<file path="src/rtl/regwb_pkg.sv">
// Shared widths and writeback entry type for the register-file writeback path.
package regwb_pkg;

   localparam int unsigned REG_AW   = 5;
   localparam int unsigned REG_DW   = 32;
   localparam int unsigned NUM_REGS = 32;

   typedef struct packed {
      logic [REG_AW-1:0] rd;
      logic [REG_DW-1:0] data;
   } wb_entry_t;

endpackage

</file>
<file path="src/rtl/regfile_writeback_arbiter_if.sv">
// Writeback source handshakes (ALU, load) and register-file write port.
// PENDING map is present only when REGWB_PENDING_EN is defined.
interface regwb_if;
   import regwb_pkg::*;

   logic              a_valid;
   logic              a_ready;
   logic [REG_AW-1:0] a_rd;
   logic [REG_DW-1:0] a_data;
   logic              m_valid;
   logic              m_ready;
   logic [REG_AW-1:0] m_rd;
   logic [REG_DW-1:0] m_data;
   logic [REG_DW-1:0] pd;
   logic [REG_AW-1:0] rd;
   logic              en;
`ifdef REGWB_PENDING_EN
   logic [NUM_REGS-1:0] pending;
`endif

   modport slave (
      input  a_valid, a_rd, a_data, m_valid, m_rd, m_data,
      output a_ready, m_ready, pd, rd, en
`ifdef REGWB_PENDING_EN
      , output pending
`endif
   );

   modport master (
      output a_valid, a_rd, a_data, m_valid, m_rd, m_data,
      input  a_ready, m_ready, pd, rd, en
`ifdef REGWB_PENDING_EN
      , input pending
`endif
   );

endinterface

</file>
<file path="src/rtl/regwb_fifo.sv">
// DEPTH-entry writeback FIFO: dual push (M slot first, then A), single pop.
// Per-entry rd/valid are exported only when REGWB_PENDING_EN is defined.
module regwb_fifo
   import regwb_pkg::*;
#(
   parameter  int unsigned DEPTH = 4,
   localparam int unsigned PW    = $clog2(DEPTH),
   localparam int unsigned CW    = $clog2(DEPTH + 1)
) (
   input  logic              clk,
   input  logic              rst_n,
   input  logic              push_m,
   input  logic              push_a,
   input  wb_entry_t         m_entry,
   input  wb_entry_t         a_entry,
   output wb_entry_t         head_c,
   output logic              pop_c,
   output logic [CW-1:0]     count
`ifdef REGWB_PENDING_EN
   ,
   output logic [REG_AW-1:0] ent_rd [DEPTH],
   output logic [DEPTH-1:0]  ent_valid_c
`endif
);

   wb_entry_t     mem [DEPTH];
   logic [PW-1:0] wptr;
   logic [PW-1:0] rptr;
   logic [PW-1:0] a_idx;

   assign pop_c  = (count != '0);
   assign head_c = mem[rptr];
   // A lands behind M when both push on the same edge.
   assign a_idx  = wptr + PW'(push_m);

   always_ff @(posedge clk or negedge rst_n) begin
      if (!rst_n) begin
         wptr  <= '0;
         rptr  <= '0;
         count <= '0;
      end else begin
         wptr  <= wptr + PW'(push_m) + PW'(push_a);
         rptr  <= rptr + PW'(pop_c);
         count <= count + CW'(push_m) + CW'(push_a) - CW'(pop_c);
      end
   end

   always_ff @(posedge clk) begin
      if (push_m) mem[wptr]  <= m_entry;
      if (push_a) mem[a_idx] <= a_entry;
   end

`ifdef REGWB_PENDING_EN
   always_comb begin
      ent_valid_c = '0;
      for (int i = 0; i < DEPTH; i++) begin
         ent_rd[i]      = mem[i].rd;
         ent_valid_c[i] = (CW'(PW'(PW'(i) - rptr)) < count);
      end
   end
`endif

endmodule

</file>
<file path="src/rtl/regfile_writeback_arbiter.sv">
// Merges ALU and load writebacks into one register-file write per cycle; drops R0.
// Optional REGWB_PENDING_EN adds the per-register pending-write map.
module regfile_writeback_arbiter
   import regwb_pkg::*;
#(
   parameter  int unsigned DEPTH = 4,
   localparam int unsigned CW    = $clog2(DEPTH + 1)
) (
   input logic    clk,
   input logic    rst_n,
   regwb_if.slave bus
);

   logic [CW-1:0]     count;
   logic [CW-1:0]     free;
   logic              m_ready_c;
   logic              a_ready_c;
   logic              push_m;
   logic              push_a;
   logic              pop_c;
   wb_entry_t         m_entry;
   wb_entry_t         a_entry;
   wb_entry_t         head_c;
   logic [REG_DW-1:0] pd_q;
   logic [REG_AW-1:0] rd_q;
   logic              en_q;
`ifdef REGWB_PENDING_EN
   logic [REG_AW-1:0]   ent_rd [DEPTH];
   logic [DEPTH-1:0]    ent_valid_c;
   logic [NUM_REGS-1:0] pending_c;
`endif

   // Ready uses registered occupancy only; M is older and has priority.
   assign free      = CW'(DEPTH) - count;
   assign m_ready_c = (free >= CW'(1));
   assign a_ready_c = (free >= CW'(2)) | ((free == CW'(1)) & ~bus.m_valid);

   // R0 writes handshake normally but never occupy a slot.
   assign push_m  = bus.m_valid & m_ready_c & (bus.m_rd != '0);
   assign push_a  = bus.a_valid & a_ready_c & (bus.a_rd != '0);
   assign m_entry = '{rd: bus.m_rd, data: bus.m_data};
   assign a_entry = '{rd: bus.a_rd, data: bus.a_data};

   regwb_fifo #(.DEPTH(DEPTH)) u_fifo (
      .clk         (clk),
      .rst_n       (rst_n),
      .push_m      (push_m),
      .push_a      (push_a),
      .m_entry     (m_entry),
      .a_entry     (a_entry),
      .head_c      (head_c),
      .pop_c       (pop_c),
      .count       (count)
`ifdef REGWB_PENDING_EN
      ,
      .ent_rd      (ent_rd),
      .ent_valid_c (ent_valid_c)
`endif
   );

   // Write port: pop head when occupied, otherwise hold address/data.
   always_ff @(posedge clk or negedge rst_n) begin
      if (!rst_n) begin
         pd_q <= '0;
         rd_q <= '0;
         en_q <= 1'b0;
      end else begin
         en_q <= pop_c;
         if (pop_c) begin
            pd_q <= head_c.data;
            rd_q <= head_c.rd;
         end
      end
   end

   assign bus.m_ready = m_ready_c;
   assign bus.a_ready = a_ready_c;
   assign bus.pd      = pd_q;
   assign bus.rd      = rd_q;
   assign bus.en      = en_q;

`ifdef REGWB_PENDING_EN
   // Queued entries plus the write currently on the port.
   always_comb begin
      pending_c = '0;
      for (int i = 0; i < DEPTH; i++) begin
         if (ent_valid_c[i]) pending_c[ent_rd[i]] = 1'b1;
      end
      if (en_q) pending_c[rd_q] = 1'b1;
      pending_c[0] = 1'b0;
   end

   assign bus.pending = pending_c;
`endif

endmodule

</file>
<file path="src/flat_wrapper.sv">
// flat-port wrapper written by rule: the top's interface ports become plain ports
module regfile_writeback_arbiter_flat import regwb_pkg::*;
#(
   parameter  int unsigned DEPTH = 4,
   localparam int unsigned CW    = $clog2(DEPTH + 1)
)
  (clk, rst_n, bus_a_valid, bus_a_rd, bus_a_data, bus_m_valid, bus_m_rd, bus_m_data, bus_a_ready, bus_m_ready, bus_pd, bus_rd, bus_en);
  regwb_if bus_i ();
  input logic clk;
  input logic rst_n;
  input wire logic [$bits(bus_i.a_valid)-1:0] bus_a_valid;
  input wire logic [$bits(bus_i.a_rd)-1:0] bus_a_rd;
  input wire logic [$bits(bus_i.a_data)-1:0] bus_a_data;
  input wire logic [$bits(bus_i.m_valid)-1:0] bus_m_valid;
  input wire logic [$bits(bus_i.m_rd)-1:0] bus_m_rd;
  input wire logic [$bits(bus_i.m_data)-1:0] bus_m_data;
  output wire logic [$bits(bus_i.a_ready)-1:0] bus_a_ready;
  output wire logic [$bits(bus_i.m_ready)-1:0] bus_m_ready;
  output wire logic [$bits(bus_i.pd)-1:0] bus_pd;
  output wire logic [$bits(bus_i.rd)-1:0] bus_rd;
  output wire logic [$bits(bus_i.en)-1:0] bus_en;
  assign bus_i.a_valid = bus_a_valid;
  assign bus_i.a_rd = bus_a_rd;
  assign bus_i.a_data = bus_a_data;
  assign bus_i.m_valid = bus_m_valid;
  assign bus_i.m_rd = bus_m_rd;
  assign bus_i.m_data = bus_m_data;
  assign bus_a_ready = bus_i.a_ready;
  assign bus_m_ready = bus_i.m_ready;
  assign bus_pd = bus_i.pd;
  assign bus_rd = bus_i.rd;
  assign bus_en = bus_i.en;
  regfile_writeback_arbiter #(.DEPTH(DEPTH)) u_core (.clk(clk), .rst_n(rst_n), .bus(bus_i));
endmodule
</file>
<file path="config.mk">
export PLATFORM = sky130hd
export DESIGN_NAME = regfile_writeback_arbiter_flat
export DESIGN_NICKNAME = d
export VERILOG_FILES = /design/src/rtl/regwb_pkg.sv /design/src/rtl/regfile_writeback_arbiter_if.sv /design/src/rtl/regwb_fifo.sv /design/src/rtl/regfile_writeback_arbiter.sv /design/src/flat_wrapper.sv
export SDC_FILE = /design/constraint.sdc
export NUM_CORES = 1
export LEC_CHECK = 0
export ABC_CLOCK_PERIOD_IN_PS = 4700
export BUFFER_PORTS_ARGS = -buffer_cell sky130_fd_sc_hd__buf_2
export CAP_MARGIN = 20
export CORE_ASPECT_RATIO = 1.2
export CORE_MARGIN = 2
export CORE_UTILIZATION = 30
export CTS_CLUSTER_DIAMETER = 150
export CTS_CLUSTER_SIZE = 16
export DETAILED_ROUTE_END_ITERATION = 8
export GPL_TIMING_DRIVEN = 0
export PLACE_DENSITY = 0.54
export SYNTH_ARGS = -nofsm -noshare
export SYNTH_HDL_FRONTEND = slang
export SYNTH_SLANG_ARGS = --single-unit
</file>
<file path="constraint.sdc">
create_clock -name clk -period 4.7 [get_ports clk]
set_input_delay 0.47 -clock clk [delete_from_list [all_inputs] [get_ports clk]]
set_output_delay 0.47 -clock clk [all_outputs]
set_load 0.01 [all_outputs]
</file>
==> reports/metrics.yaml <==
outcome: "finished, final reports clean"
cts_tree: "yes"
tns_ns: 0
postSynthRegisterBits: 193
critPathMaxStageDelay_ns: 0.61
drt-pass1-iter-count: 4
grt_overflow: 0
clk_pin_slew_worst_paths_ns: 0.08
die_x_um: 164
worst_slack_ns: 0.584
cp-startpoint: "u_core.u_fifo.count[0]$_DFF_PN0_"
timing.slew.headroom_pct: 41.5
grt_pass1_vias: 5526
finalHoldViolations: 0
period_needed_ns: 4.12
final_util_pct: 36.2
startpoint_type: "register"
drcViolationCount: 0
cts_resized: 0
pre_cts_ws_ns: 0.569
antenna_found_initial: 3
port-buffer-count: 117
die_h_um: 196
power_mw: 8.03
critPathRequiredTime_ns: 4.83
crit_slowest_cell: "or4b_2"
nFillCells: 3016
max_freq_ghz: 0.243
fin_cells: 1117
syn-cell-area_mm2: 0.00918
htreeDepth: 4
cts_root_buf: "clkbuf_16"
route.vias.total: 5064
grt_use_total_pct: 14.7
layout_commonest_cell: "edfxtp_1"
max-cap-violations: 0
drt-total-wl_um: 22600
crit_arrival_ns: 4.24
worstReg2RegStart: "u_core.u_fifo.count[0]$_DFF_PN0_"
synthesis.nets: 654
slew_violations: 0
cts_setup_buffers: 0
ant_nets: 0
grt_start_max_net_pins: 26
place.gp.congestion: 0.687
setup_violations: 0
core_area_mm2: 0.0303
crit_top_cell: "ha_1"
wl_per_cell_um: 20.3
dp.cells: 1084
fin_worst_skew_ns: 0.0148
critPathKind: "register to register"
drt_iter0_drc: 268
p_leak_nw: 4.25
cts_buffer_depth: 2
fin_nets: 795
mostFrequentLayoutCells: "edfxtp_1 (148), buf_2 (125), nand2_1 (113)"
worstMarginPinSlew_ns: 0.875
clk_latency_ns: 0.44
yosysUniqueCellTypes: 30
yosys_warnings: 0
syn_area_per_cell_um2: 16.2
p_per_area_mw_per_mm2: 731
ir_drop_mv: 0.327
syn_inst: 566
worst_hold_path_type: "primary input to async pin"
viasPerCell: 4.53
crit_path_end_kind: "register"
initial_utilization_pct: 30.3
fin_crit_sh_pct: 87.6
drive_gt1_share_pct: 50.6
postCtsHoldBufs: 0
syn_to_final_growth_pct: 19.6
num_io_pins: 118
rsz0062_at_grt: "false"
crit_path_cell_trace: "inv_1 -> ha_1 -> ha_1 -> or4b_2 -> o311a_1 -> ha_1 -> xnor2_1 -> and4_4 -> buf_6 -> buf_6 -> o21bai_4 -> buf_12"
design.die.area_mm2: 0.0320
synth_seq_area_share_pct: 60.7
worstPathMaxFanout: 19
rows: 70
grt_first_pass_wirelength_um: 34300
clkSinkCount: 193
cts_inserted_buffers: 17
dp_hpwl_um: 15000
==> through the flow <==
step | cell area [um2] | hold WS, ns
2_1_floorplan | 9180 | 0.174
3_3_place_gp | 10300 | 0.455
3_5_place_dp | 10400 | 0.454
4_1_cts | 11000 | 0.0507
5_1_grt | 11000 | 0.0697
6_report | 11000 | 0.0387
==> state kept, by name, indices dropped and copies added (netlist names) <==
register and flops:
u_core.bus.en 1, u_core.u_fifo.rptr 2, u_core.bus.rd 5, u_core.u_fifo.wptr 2, u_core.u_fifo.count 3, u_core.bus.pd 32
u_core.u_fifo.mem 148
==> metal layers <==
| layer | vias up | track usage [%] | share of wire (%) |
|---|---|---|---|
| met4 | 4 | 3.51 | 0.92 |
| li1 | 2409 | - | - |
| met1 | 2540 | 18.4 | 43 |
| met2 | 94 | 26.2 | 52 |
| met3 | 17 | 2.73 | 4.3 |
| met5 | - | 0 | 0.11 |
==> synth_stat cells <==
cell type | n | area share [%]
and3_4 | 1 | 0.12
and4_4 | 1 | 0.12
buf_2 | 8 | 0.44
buf_4 | 6 | 0.49
buf_6 | 6 | 0.74
clkbuf_1 | 12 | 0.49
dfrtp_1 | 45 | 12
edfxtp_1 | 148 | 48
fa_1 | 2 | 0.44
ha_1 | 8 | 1.1
inv_1 | 10 | 0.41
mux2_2 | 110 | 13
mux2_4 | 38 | 6.2
mux4_2 | 37 | 9.1
nand2_1 | 113 | 4.6
nand2b_1 | 1 | 0.068
nand3_1 | 1 | 0.054
nand4_1 | 1 | 0.068
nor2_1 | 2 | 0.082
nor3b_1 | 1 | 0.082
o21a_1 | 1 | 0.082
o21ai_0 | 2 | 0.11
o21ai_1 | 1 | 0.054
o21bai_1 | 2 | 0.16
o311a_1 | 1 | 0.11
or3_1 | 1 | 0.068
or4_1 | 1 | 0.082
or4b_2 | 1 | 0.11
xnor2_1 | 4 | 0.38
xor2_1 | 1 | 0.095
==> layout make-up <==
cell class | count | area [um2] | share of cell area, %
clock inverters | 14 | 145 | 1.32
inverters | 10 | 37.5 | 0.342
repair buffers | 122 | 686 | 6.24
diodes | 2 | 5.00 | 0.0456
flip-flops and latches | 193 | 5570 | 50.7
plain buffers | 32 | 198 | 1.80
well taps | 396 | 495 | 4.51
multi-input cells | 331 | 3420 | 31.2
clock buffers | 17 | 425 | 3.87
==> worst max-delay path, delay by kind of cell (launching register included) <==
| family | cells | cell delay (ns) |
|---|---|---|
| and+or+nand+nor | 2 | 0.91 |
| buffers and inverters | 4 | 0.74 |
| adders and majority gates | 3 | 0.72 |
| AOI/OAI and AO/OA | 2 | 0.59 |
| DFF | 1 | 0.42 |
| xor gates and xnor gates | 1 | 0.41 |
==> final timing paths <==
kind / depth (start not counted) / slack [ns] / to
max: 12 / 0.58 / u_core.u_fifo.mem[1][8]$_DFFE_PP_
min: 1 / 0.04 / u_core.bus.pd[1]$_DFFE_PN0N_
max reg2reg: 12 / 0.58 / u_core.u_fifo.mem[1][8]$_DFFE_PP_
min reg2reg: 2 / 0.47 / u_core.bus.pd[14]$_DFFE_PN0N_
max in group asynchronous: 2 / 4.07 / u_core.bus.pd[19]$_DFFE_PN0N_
min in group clk: 2 / 0.37 / u_core.u_fifo.mem[3][27]$_DFFE_PP_
==> logic make-up after synthesis <==
family / count (synthesis) / synth area share (%)
mux: 185 / 28.8
compound gates: 7 / 0.518
fa+ha+maj: 10 / 1.53
buf+inv: 42 / 2.56
xor+xnor: 5 / 0.477
simple gates: 124 / 5.48
flops: 193 / 60.7
==> power breakdown <==
| group | leakage (nW) | switching, mW | internal, mW |
|---|---|---|---|
| combinational | 2.06 | 1.84 | 1.59 |
| sequential | 1.91 | 0.249 | 2.91 |
| clock | 0.278 | 0.700 | 0.748 |
No activity file was read; power rests on OpenSTA's default activity.
